[src/rtl/if_pkg.sv]
// Shared types and defaults for the instruction fetch stage.
package if_pkg;

  localparam int unsigned ILEN = 32;
  localparam logic [ILEN-1:0] RESET_PC_DEF  = 32'h0000_0000;
  localparam logic [ILEN-1:0] NOP_INSTR_DEF = 32'h0000_0013;

  typedef enum logic [2:0] {
    S_IDLE,
    S_REQ,
    S_WAIT,
    S_HOLD,
    S_DROP,
    S_HALT
  } if_state_t;

  // Where a redirect sends the FSM: any request the memory has already taken
  // must still be drained through S_DROP before the new target is fetched.
  function automatic if_state_t redirect_next(input if_state_t s,
                                              input logic      ready,
                                              input logic      rvalid);
    if_state_t n;
    case (s)
      S_REQ:          n = ready  ? S_DROP : S_REQ;
      S_WAIT, S_DROP: n = rvalid ? S_REQ  : S_DROP;
      S_HALT:         n = S_HALT;
      default:        n = S_REQ;
    endcase
    return n;
  endfunction

endpackage

[src/rtl/instruction_fetch.sv]
// RV32I fetch stage: owns the PC, one outstanding imem request, valid/ready to decode.
// Optional IF_MISALIGN_CHK_EN: misaligned redirect target halts fetch and raises if_misalign.
module instruction_fetch
  import if_pkg::*;
#(
  parameter logic [ILEN-1:0] RESET_PC  = RESET_PC_DEF,
  parameter logic [ILEN-1:0] NOP_INSTR = NOP_INSTR_DEF
) (
  input  logic            clk,
  input  logic            reset,
  output logic            imem_req,
  output logic [ILEN-1:0] imem_addr,
  input  logic            imem_ready,
  input  logic            imem_rvalid,
  input  logic [ILEN-1:0] imem_rdata,
  output logic            if_valid,
  input  logic            if_ready,
  output logic [ILEN-1:0] Instruction,
  output logic [ILEN-1:0] if_pc,
  output logic [ILEN-1:0] if_pc4,
  input  logic            redirect,
  input  logic [ILEN-1:0] redirect_pc,
  output logic            if_misalign
);

  if_state_t       state_q;
  logic [ILEN-1:0] pc_q;
  logic [ILEN-1:0] instr_q;
  logic [ILEN-1:0] if_pc_q;
  logic [ILEN-1:0] tgt_pc;

  assign tgt_pc = redirect_pc & ~32'd3;

`ifdef IF_MISALIGN_CHK_EN
  logic misalign_q;
  assign if_misalign = misalign_q;
`else
  assign if_misalign = 1'b0;
`endif

  always_ff @(posedge clk or negedge reset) begin
    if (!reset) begin
      state_q <= S_IDLE;
      pc_q    <= RESET_PC;
      instr_q <= NOP_INSTR;
      if_pc_q <= RESET_PC;
`ifdef IF_MISALIGN_CHK_EN
      misalign_q <= 1'b0;
`endif
    end else begin
      case (state_q)
        S_IDLE: state_q <= S_REQ;
        S_REQ:  if (imem_ready) state_q <= S_WAIT;
        S_WAIT: begin
          if (imem_rvalid && !redirect) begin
            instr_q <= imem_rdata;
            if_pc_q <= pc_q;
            state_q <= S_HOLD;
          end
        end
        S_HOLD: begin
          if (if_ready) begin
            pc_q    <= pc_q + 32'd4;
            state_q <= S_REQ;
          end
        end
        S_DROP:  if (imem_rvalid) state_q <= S_REQ;
        default: state_q <= state_q;
      endcase

      // Redirect overrides the normal transition; a same-cycle transfer in
      // S_HOLD has already completed, so only the PC increment is replaced.
      if (redirect && state_q != S_HALT) begin
`ifdef IF_MISALIGN_CHK_EN
        if (|redirect_pc[1:0]) begin
          misalign_q <= 1'b1;
          state_q    <= S_HALT;
        end else
`endif
        begin
          pc_q    <= tgt_pc;
          state_q <= redirect_next(state_q, imem_ready, imem_rvalid);
        end
      end
    end
  end

  always_comb begin
    imem_req    = (state_q == S_REQ);
    if_valid    = (state_q == S_HOLD);
    imem_addr   = pc_q;
    if_pc       = if_pc_q;
    if_pc4      = if_pc_q + 32'd4;
    Instruction = (state_q == S_HOLD) ? instr_q : NOP_INSTR;
  end

endmodule

[config.mk]
export PLATFORM = sky130hd
export DESIGN_NAME = instruction_fetch
export DESIGN_NICKNAME = d
export VERILOG_FILES = /design/src/rtl/if_pkg.sv /design/src/rtl/instruction_fetch.sv
export SDC_FILE = /design/constraint.sdc
export NUM_CORES = 1
export LEC_CHECK = 0
export ABC_CLOCK_PERIOD_IN_PS = 5550
export CAP_MARGIN = 20
export CORE_MARGIN = 10
export CORE_UTILIZATION = 47
export CTS_BUF_LIST = sky130_fd_sc_hd__clkbuf_4 sky130_fd_sc_hd__clkbuf_8 sky130_fd_sc_hd__clkbuf_16
export DETAILED_ROUTE_END_ITERATION = 12
export GPL_ROUTABILITY_DRIVEN = 0
export PLACE_DENSITY = 0.94
export SYNTH_ARGS = -nofsm -noshare
export SYNTH_HDL_FRONTEND = slang
export SYNTH_SLANG_ARGS = --single-unit
export TNS_END_PERCENT = 10
[constraint.sdc]
create_clock -name clk -period 5.55 [get_ports clk]
set_input_delay 0.8325 -clock clk [delete_from_list [all_inputs] [get_ports clk]]
set_output_delay 0.8325 -clock clk [all_outputs]
set_load 0.005 [all_outputs]
After elaboration in Yosys (flattened, before gate mapping)
Cells that the tools add are included.
{"block": "word_totals", "register_bits": 99, "inputBits": 70, "out_inout_bits": 131}
{"block": "classes", "add_sub_neg": 2, "n_eq_ne": 10, "muxes": 13, "n_reduce_logical": 11}
{"op": "two-way mux 32 bit", "count": 4}
{"op": "adder 32 x 3 -> 32 bit, second input constant", "count": 2}
{"op": "two-way mux 3 bit", "count": 7}
{"op": "one-hot mux 3 bit (5 select lines)", "count": 1}
{"op": "!= test 3 bit, second input constant", "count": 3}
{"op": "one-hot mux 3 bit (3 select lines)", "count": 1}
{"op": "equality test 3 x 2 -> 1 bit, second input constant", "count": 2}
{"op": "equality test 3 bit, second input constant", "count": 2}
{"op": "!= test 3 x 1 -> 1 bit, second input constant", "count": 2}
{"op": "nonzero test 6 bit", "count": 1}
{"op": "AND reduction 5 bit", "count": 1}
{"op": "AND reduction 2 bit", "count": 2}
{"op": "nonzero test 2 bit", "count": 2}
{"op": "equality test 3 x 1 -> 1 bit, second input constant", "count": 1}
{"op": "logical NOT 3 bit", "count": 1}
{"op": "logical AND 1 bit", "count": 2}
{"op": "OR reduction 2 bit", "count": 1}
{"op": "logical NOT 1 bit", "count": 1}

Depth between registers and ports, before layout
{"block": "logic_depth", "word_depth": 5, "ltp_mapped": 7}

Worst setup path before layout
No wires, ideal clock.
{"block": "synth_timing", "path_kind": "register to output", "start": "register if_pc_q[4] (netlist: if_pc[4])", "end": "output if_pc4[31]", "t_arrival_ns": 1.682, "required_ns": 4.718, "slack_ns": 3.036, "stages_incl_launch_ff": 6, "path_buffers": 0, "path_cell_list": "dfrtp_1 > nand4_1 > nor4_4 > nand3_1 > nor3_1 > xor2_1"}
{"block": "synth_via", "elab_chain_len": 1}
{"element": "start: declaration", "line": "instruction_fetch.sv:29", "text": "logic [ILEN-1:0] if_pc_q;"}
{"element": "start signal: assignment", "line": "instruction_fetch.sv:57", "text": "if_pc_q <= pc_q;"}
{"element": "adder 32 x 3 -> 32 bit", "line": "instruction_fetch.sv:93", "text": "if_pc4 = if_pc_q + 32'd4;"}
{"element": "end: declaration", "line": "instruction_fetch.sv:20", "text": "output logic [ILEN-1:0] if_pc4,"}
No other way between the ends.

Final worst setup path
Ends and elaborated chain as after synthesis.

==> results.yml <==
cts:
  h-tree-depth: 3
  cts_resized: 0
  cts_tree: "yes"
  clk_latency_ns: 0.35
  cts_sinks: 95
  cts_made_buffers: 9
  post_cts_buffers: 0
  clk_pin_slew_ns: 0.09
  cts_buffer_depth: 2
  cts_hold_buf: 0
  root_buffer: "clkbuf_8"
yosys:
  dominantRegCellSynth: "dfrtp_1"
  async_flop_share_pct: 100
  yosys_warnings: 0
  synth.largest_area_cell: "dfrtp_1"
  synth_area_um2: 5060
  synth-seq-area-share_pct: 47.0
  synth_cells: 488
  synth_top_area_share_pct: 45.5
  synth_edf_count: 0
  synth-seq-cells: 95
  synth_area_leaders: "dfrtp_1 (45%), mux2_2 (13%), xnor2_1 (7.1%)"
  ys_types: 44
  avgSynthCellArea_um2: 10.4
sta:
  slew_violations: 0
  rsz0062_at_grt: "no"
  clock-skew-final_ns: 0.0146
  hold_violations: 0
  finalCritPeriodShare_pct: 69.1
  max_clock_freq_mhz: 261
  period_needed_ns: 3.83
  final.setup.tns_ns: 0
  tightest_slew_ns: 0.916
  max_slew_margin_pct: 38.9
  setup_violations: 0
  fin_ws_ns: 1.72
placed_design:
  dp.cells: 788
  dp_hpwl_mm: 11.6
  dpl_cell_area_um2: 7030
  io_buffer_count: 191
  pre_cts_ws_ns: 1.98
layout:
  multi_input_area_um2: 2530
  fin_util_pct: 69.8
  instances_no_fill: 807
  final_nets: 738
  antenna_cells: 0
  area_growth_pct: 43.5
  drive_above_1_share_pct: 14.6
  design_area_um2: 7270
  fillers: 762
  regArea_um2: 2380
global_routing:
  grt_pass1_wl_mm: 23.0
  grt_pass1_vias: 4383
  grt.overflow.total: 0
  track_usage_pct: 18.8
  antenna_found_initial: 0
  grt_max_degree: 67
floorplanning:
  ioPinCount: 201
  fp.dieH_um: 124
  start_util_pct: 48.6
  row_count: 37
  die_x_um: 124
  fp.dieArea_um2: 15300
  core_area_um2: 10400
job:
  drv_cap: 0
critical_path:
  cp-startpoint: "if_pc[4]"
  crit-reg2reg-launch: "state_q[1]"
  crit_path_cell_trace: "nand4_1 > nor4_4 > nand3_1 > nor3_1 > xor2_1 > clkdlybuf4s50_1"
  critPathMaxStageDelay_ns: 0.66
  worstPathArrival_ns: 3.00
  path_max_fanout: 7
  crit_type: "flop to output pin"
  cp_slowest_cell: "nor4_4"
  startpoint_type: "flop"
  cp.required_ns: 4.72
  end_kind: "output pin"
route:
  ant_nets: 0
  met3_length_mm: 1.79
  routed-wl-met2_mm: 7.60
  drtPass1Iterations: 4
  vias: 4302
  top_layer_used: "met4"
  wire_per_inst_um: 18.6
  drt-met1-wl_mm: 5.48
  drt_iter0_markers: 202
  vias_per_cell: 5.33
  drc: 0
  routed_wirelength_mm: 15.0
power:
  p_per_area_nw_per_um2: 463
  vdd_drop_max_mv: 0.217
  p_leak_nw: 3.14
outcome:
  status: "complete, no violations"
min_path:
  hold_path_class: "input port to async pin"
[path summary, 6_finish.rpt]
| path | to | slack (ns) | cells past startpoint |
|---|---|---|---|
| worst max-delay path | if_pc4[31] | 1.72 | 6 |
| worst min-delay path | instr_q[23] | 0.48 | 1 |
| max in group asynchronous | instr_q[19] | 3.99 | 2 |
| worst min register to register | instr_q[12] | 0.51 | 1 |
| worst max register to register | instr_q[23] | 3.07 | 4 |
| min in group clk | instr_q[12] | 0.51 | 1 |
[critical path, delay by kind of cell (launching register included)]
family,cells,cell delay [ns]
buffers and inverters,1,0.54
XOR/XNOR,1,0.18
AND/OR/NAND/NOR,4,1.48
flip-flops,1,0.46
[kinds of logic after synthesis]
logic type,after synthesis,share of synthesized area (%)
AOI/OAI and AO/OA,45,4.94
xor gates and xnor gates,57,9.86
muxes,60,13.3
buffers and inverters,43,4.05
adders and majority gates,2,0.494
and+or+nand+nor,185,20.2
other,1,0.0741
DFF,95,47.0
[metal layers]
| metal | GRT usage, % | vias up |
|---|---|---|
| met5 | 0 | - |
| met2 | 32.4 | 151 |
| met4 | 5.75 | 0 |
| li1 | - | 2043 |
| met1 | 20.3 | 2098 |
| met3 | 8.42 | 10 |
[area by class of cell]
class                      count  share of cell area [%]
timing repair buffer         196                    27.2
sequential                    95                    32.8
clock inverter                 5                   0.551
inverter                       8                   0.413
tap                          136                    2.34
multi-input combinational    356                    34.8
clock buffer                  11                    2.00
[state kept, by name, summed over array words and instances (netlist names)]
signal / flops
state_q: 3
imem_addr: 30
instr_q: 32
if_pc: 30
[synth_stat cells (all sizes together), types with 13 or more instances]
cell,instances
and3,36
nor3,14
clkbuf,19
nand3,23
nand2,31
xnor2,41
nand4,13
xor2,16
a21oi,29
dfrtp,92
nor2,40
mux2,60
buf,16
[report_power, final]
| part | internal, mW | switching, mW |
|---|---|---|
| clock | 0.186 | 0.246 |
| sequential | 0.986 | 0.382 |
| combinational | 0.982 | 0.587 |
| total | 2.15 | 1.21 |
[per-stage QoR]
step | power (mW) | hold WS, ns
floorplan | 1.97 | 0.471
global placement | 2.85 | 0.478
detailed placement | 2.94 | 0.487
CTS | 3.38 | 0.477
global route | 3.59 | 0.500
finish | 3.37 | 0.480
[cells in the final DEF, fill, tap and decap left out, types with 4 or more instances in the layout]
cell,synthesis,routed
clkdlybuf4s50_1,0,190
dfrtp_1,92,92
mux2_2,60,60
xnor2_1,41,41
nor2_1,40,40
and3_1,36,36
nand2_1,31,31
a21oi_1,28,28
nand3_1,23,22
xor2_1,16,16
nor3_1,14,14
nand4_1,13,13
clkbuf_8,0,10
inv_1,8,8
o21ai_0,7,7
conb_1,1,7
nand2b_1,5,5
and4_1,4,4
buf_4,8,4
No activity file was read; power rests on OpenSTA's default activity.
